## src/rtl/stream_mux_rr.sv

```systemverilog
// Registered N:1 stream multiplexer with fixed-select or round-robin grant.
// Define STREAM_MUX_PKT_LOCK_EN to add in_last/out_last and hold the grant for a whole packet.
module stream_mux_rr #(
   parameter int WIDTH    = 8,
   parameter int CHANNELS = 4,
   parameter int SELW     = $clog2(CHANNELS)
) (
   input  logic                      clk,
   input  logic                      rst,
   input  logic [CHANNELS*WIDTH-1:0] in_data,
   input  logic [CHANNELS-1:0]       in_valid,
   output logic [CHANNELS-1:0]       in_ready,
   input  logic                      mode,
   input  logic [SELW-1:0]           sel,
`ifdef STREAM_MUX_PKT_LOCK_EN
   input  logic [CHANNELS-1:0]       in_last,
   output logic                      out_last,
`endif
   output logic [WIDTH-1:0]          out_data,
   output logic                      out_valid,
   input  logic                      out_ready,
   output logic [SELW-1:0]           out_chan
);

   logic [WIDTH-1:0] chan_data [CHANNELS];

   genvar gi;
   generate
      for (gi = 0; gi < CHANNELS; gi++) begin : g_unpack
         assign chan_data[gi] = in_data[gi*WIDTH +: WIDTH];
      end
   endgenerate

   logic [SELW-1:0]  ptr_q, ptr_d;
   logic [WIDTH-1:0] out_data_q, out_data_d;
   logic             out_valid_q, out_valid_d;
   logic [SELW-1:0]  out_chan_q, out_chan_d;

   logic [SELW-1:0]  rr_grant;
   logic             rr_found;
   logic [SELW-1:0]  scan_idx;
   logic [SELW-1:0]  grant;
   logic             grant_any;
   logic             load_en;
   logic             in_xfer;
   logic             locked;

`ifdef STREAM_MUX_PKT_LOCK_EN
   typedef enum logic {IDLE, LOCKED} lock_state_t;
   lock_state_t      state_q, state_d;
   logic [SELW-1:0]  lock_chan_q, lock_chan_d;
   logic             out_last_q, out_last_d;

   assign locked = (state_q == LOCKED);
`else
   assign locked = 1'b0;
`endif

   // Scan ptr+1, ptr+2, ... ; CHANNELS is a power of two so SELW-bit addition wraps naturally.
   always_comb begin
      rr_grant = '0;
      rr_found = 1'b0;
      scan_idx = '0;
      for (int i = 1; i <= CHANNELS; i++) begin
         scan_idx = ptr_q + SELW'(i);
         if (!rr_found && in_valid[scan_idx]) begin
            rr_grant = scan_idx;
            rr_found = 1'b1;
         end
      end
   end

   always_comb begin
      grant     = sel;
      grant_any = 1'b1;
`ifdef STREAM_MUX_PKT_LOCK_EN
      if (locked) begin
         grant     = lock_chan_q;
         grant_any = 1'b1;
      end else
`endif
      if (mode) begin
         grant     = rr_grant;
         grant_any = rr_found;
      end
   end

   assign load_en = !out_valid_q || out_ready;

   always_comb begin
      in_ready = '0;
      if (!rst && grant_any && load_en)
         in_ready[grant] = 1'b1;
   end

   assign in_xfer = in_valid[grant] && in_ready[grant];

   always_comb begin
      ptr_d       = ptr_q;
      out_data_d  = out_data_q;
      out_valid_d = out_valid_q;
      out_chan_d  = out_chan_q;
      if (in_xfer) begin
         out_data_d  = chan_data[grant];
         out_valid_d = 1'b1;
         out_chan_d  = grant;
         if (mode)
            ptr_d = grant;
      end else if (out_ready) begin
         out_valid_d = 1'b0;
      end
   end

`ifdef STREAM_MUX_PKT_LOCK_EN
   always_comb begin
      state_d     = state_q;
      lock_chan_d = lock_chan_q;
      out_last_d  = out_last_q;
      if (in_xfer) begin
         out_last_d = in_last[grant];
         case (state_q)
            IDLE: begin
               if (!in_last[grant]) begin
                  state_d     = LOCKED;
                  lock_chan_d = grant;
               end
            end
            LOCKED: begin
               if (in_last[grant])
                  state_d = IDLE;
            end
            default: state_d = IDLE;
         endcase
      end
   end

   always_ff @(posedge clk) begin
      if (rst) begin
         state_q     <= IDLE;
         lock_chan_q <= '0;
         out_last_q  <= 1'b0;
      end else begin
         state_q     <= state_d;
         lock_chan_q <= lock_chan_d;
         out_last_q  <= out_last_d;
      end
   end

   assign out_last = out_last_q;
`endif

   // Reset leaves ptr at the last channel so channel 0 wins the first round-robin scan.
   always_ff @(posedge clk) begin
      if (rst) begin
         ptr_q       <= SELW'(CHANNELS - 1);
         out_data_q  <= '0;
         out_valid_q <= 1'b0;
         out_chan_q  <= '0;
      end else begin
         ptr_q       <= ptr_d;
         out_data_q  <= out_data_d;
         out_valid_q <= out_valid_d;
         out_chan_q  <= out_chan_d;
      end
   end

   assign out_data  = out_data_q;
   assign out_valid = out_valid_q;
   assign out_chan  = out_chan_q;

endmodule

```

## config.mk

```make
export PLATFORM = sky130hd
export DESIGN_NAME = stream_mux_rr
export DESIGN_NICKNAME = d
export VERILOG_FILES = /design/src/rtl/stream_mux_rr.sv
export SDC_FILE = /design/constraint.sdc
export NUM_CORES = 1
export LEC_CHECK = 0
export ABC_AREA = 1
export CORE_ASPECT_RATIO = 1.2
export CORE_MARGIN = 8
export CORE_UTILIZATION = 40
export DETAILED_ROUTE_END_ITERATION = 8
export PLACE_DENSITY_LB_ADDON = 0.15
export SYNTH_ARGS = -nofsm -noshare
export SYNTH_HDL_FRONTEND = slang
export SYNTH_SLANG_ARGS = --single-unit
```

## constraint.sdc

```tcl
create_clock -name clk -period 2.1 [get_ports clk]
set_input_delay 0.42 -clock clk [delete_from_list [all_inputs] [get_ports clk]]
set_output_delay 0.42 -clock clk [all_outputs]
set_load 0.01 [all_outputs]
```

==> results of run 1 <==
==> layer usage <==
layer	global-route usage	part of all wire
met5	0	0
met4	0.0545	0.024
met3	0.0546	0.057
met2	0.285	0.54
met1	0.167	0.38
==> cell usage in the layout, fill, tap and decap left out, types with 8 or more instances in the layout <==
cell type	n
nand2_1	73
clkdlybuf4s50_1	48
nand3_1	31
buf_4	24
nand2_2	18
inv_1	15
nand2_4	14
nor2_1	11
dfxtp_1	11
nand3_2	9
inv_2	8
==> path summary, 6_finish.rpt <==
| path | slack (ns) | end | start |
|---|---|---|---|
| worst min-delay path | 0.49 | out_chan[1]$_SDFFE_PP0P_ | out_chan[1]$_SDFFE_PP0P_ |
| worst max register to register | -0.20 | out_chan[0]$_SDFFE_PP0P_ | ptr_q[0]$_SDFFE_PP1P_ |
| worst max-delay path | -0.31 | in_ready[2] | ptr_q[0]$_SDFFE_PP1P_ |
| worst min register to register | 0.49 | out_chan[1]$_SDFFE_PP0P_ | out_chan[1]$_SDFFE_PP0P_ |
==> cell usage after synthesis <==
master / n / area share
nand2_1: 91 / 0.27
nand3_1: 36 / 0.14
nor2_1: 17 / 0.050
inv_1: 16 / 0.047
dfxtp_1: 13 / 0.21
nand2_2: 12 / 0.059
inv_2: 7 / 0.021
a21oi_1: 5 / 0.020
buf_2: 5 / 0.020
nand2_4: 4 / 0.036
nand3_2: 4 / 0.032
nor3_1: 4 / 0.016
buf_6: 3 / 0.027
buf_4: 2 / 0.012
nand4_1: 2 / 0.0099
nor2_2: 2 / 0.0099
or2_2: 2 / 0.0099
inv_6: 1 / 0.0069
nor2_4: 1 / 0.0089
==> through the flow <==
| step | power (W) | setup WS, ns | util | TNS, ns | cells |
|---|---|---|---|---|---|
| 2_1_floorplan | 0.000745 | -0.00506 | - | -0.0101 | 227 |
| 3_3_place_gp | 0.00104 | -0.788 | 0.647 | -8.97 | 331 |
| 3_5_place_dp | 0.00104 | -0.793 | 0.647 | -9.43 | 331 |
| 4_1_cts | 0.00121 | -0.263 | 0.661 | -2.17 | 337 |
| 5_1_grt | 0.00156 | -0.438 | 0.778 | -5.06 | 347 |
| 6_report | 0.00145 | -0.305 | 0.778 | -3.35 | 347 |
==> registers in the layout, indices dropped and copies added, names as in the netlist <==
signal,cells
out_data,8
ptr_q,2
out_chan,2
out_valid,1
==> final cells by class <==
type | count | share of cell area
clock buffer | 4 | 0.0111
inverter | 24 | 0.0432
timing repair buffer | 88 | 0.356
tap | 36 | 0.0190
multi-input combinational | 182 | 0.459
sequential | 13 | 0.112
==> cells by family (layout without fill, tap and decap cells) <==
| family | after synthesis | in the layout | share of synthesized area |
|---|---|---|---|
| AO/OA/AOI/OAI | 5 | 5 | 0.0197 |
| flip-flops | 13 | 13 | 0.205 |
| buffers and inverters | 34 | 116 | 0.133 |
| AND/OR/NAND/NOR | 175 | 177 | 0.642 |
==> power by group <==
part / internal [W] / switching [W] / leakage (nW)
clock: 0.0000734 / 0.0000781 / 0.0150
combinational: 0.000464 / 0.000533 / 1.07
sequential: 0.000282 / 0.0000220 / 0.106
total: 0.000819 / 0.000633 / 1.19
==> worst min-delay path: stages, from the launching register on <==
cell and delay, ns:
dfxtp_1 0.34, a21oi_1 0.05, nor2_1 0.07
==> what timing repair did <==
item | CTS | global route
endpoints found under the setup margin | 17 | 17
pin swaps | 2 | 31
gates cloned | 0 | 3
setup buffers | 2 | 9
gates resized for setup | 31 | 60
==> reports/results.tsv, run 1 <==
metric	value	unit
outcome	finished, violations left	
violations	negative setup slack	
nNetsFinal	354	
end_kind	primary output	
criticalPathCategory	reg2out	
syn_nets	269	
ant_nets	0	
place_area	0.00198	sq mm
post-route-min-period	2.41	ns
rows	22	
initial_core_util	0.415	
finalHoldViolCount	0	
syn_area	0.00127	sq mm
track_usage	0.160	
cts_tree	built	
antenna_cells	0	
cts_hold_buffers	0	
holdWs	0.488	ns
cap_violations	0	
syn_avg_cell_area	5.59	sq um
hpwl	3.10	mm
period_share	1.15	
grt_pass1_vias	1590	
yosysWarnings	0	
fmax	416	MHz
fillers	229	
ys_ff_latch	13	
min_path_cells	2	
initialDrtViolationCount	66	
reg2regPathDepth	21	
design_area	0.00238	sq mm
drive_above_1_share	0.354	
port-buffer-count	56	
dieArea	0.00524	sq mm
cts_root_buffer	clkbuf_4	
vias	1711	
antenna_found_initial	0	
first_pass_iters	4	
io_pins	57	
h-tree-depth	1	
grt_overflow	0	
required	1.68	ns
die_x	67.4	um
drv_slew	0	
area_delta_synth_final	87.3	%
worst_slack	-0.305	ns
syn_inst	227	
worst_pin_slew	0.358	ns
grt_pass1_wl	6.76	mm
hp-class	reg2reg	
cp_slowest_stage_delay	0.38	ns
cts.sinks	13	
finClkSkew	0.00300	ns
crit_fanout	8	
synth_cell_types	19	
place.gp.congestion	0.865	
numCtsBuffers	3	
register_area	265	sq um
p_leak	1.19	nW
cp-start-kind	flip-flop	
clock_path_buffers	2	
powerDensity	611	mW/mm^2
clk_latency	0.27	ns
finalSetupViolCount	17	
wl	4.67	mm
crit_chain	buf_12 -> clkinv_8 -> nand2_4 -> nand2_4 -> nand2_4 -> nand2_4 -> nor2_4 -> nand2_2 -> inv_2 -> nand3_2 -> nand3_2 -> nand2_4 -> nor3_2 -> buf_2	
die-height	77.7	um
grt_max_degree	19	
vias_per_cell	4.93	
multiInputGateArea	0.00109	sq mm
drc	0	
path_clk_slew	0.08	ns
rsz0062_at_grt	true	
core-area	0.00306	sq mm
crit_path_frequent_cell	nand2_4	
critPathArrivalTime	1.99	ns
critPathSlowestCell	dfxtp_4	
wl_per_cell	13.4	um
ir_worst_vdd	560	uV
critPathBufInv	4	
cpLargestDelayFamily	simple AND/OR/NAND/NOR gates	
ys_seq_area_frac	0.205	
path_depth	14	
maxSlewHeadroom	0.761	
Note: power is estimated with default switching activity, not from simulation.
==> run 2: changes to the inputs <==
--- a/config.mk
+++ b/config.mk
@@ -6,6 +6,7 @@
 export NUM_CORES = 1
 export LEC_CHECK = 0
 export ABC_AREA = 1
+export CAP_MARGIN = 20
 export CORE_ASPECT_RATIO = 1.2
 export CORE_MARGIN = 8
 export CORE_UTILIZATION = 40
==> results of run 2 <==
The final DEF is identical to that of run 1; final timing and power are the same.
==> run 3: changes to the inputs <==
--- a/config.mk
+++ b/config.mk
@@ -10,6 +10,7 @@
 export CORE_ASPECT_RATIO = 1.2
 export CORE_MARGIN = 8
 export CORE_UTILIZATION = 40
+export CTS_CLUSTER_DIAMETER = 50
 export DETAILED_ROUTE_END_ITERATION = 8
 export PLACE_DENSITY_LB_ADDON = 0.15
 export SYNTH_ARGS = -nofsm -noshare
==> results of run 3 <==
The final DEF is identical to that of run 1; final timing and power are the same.
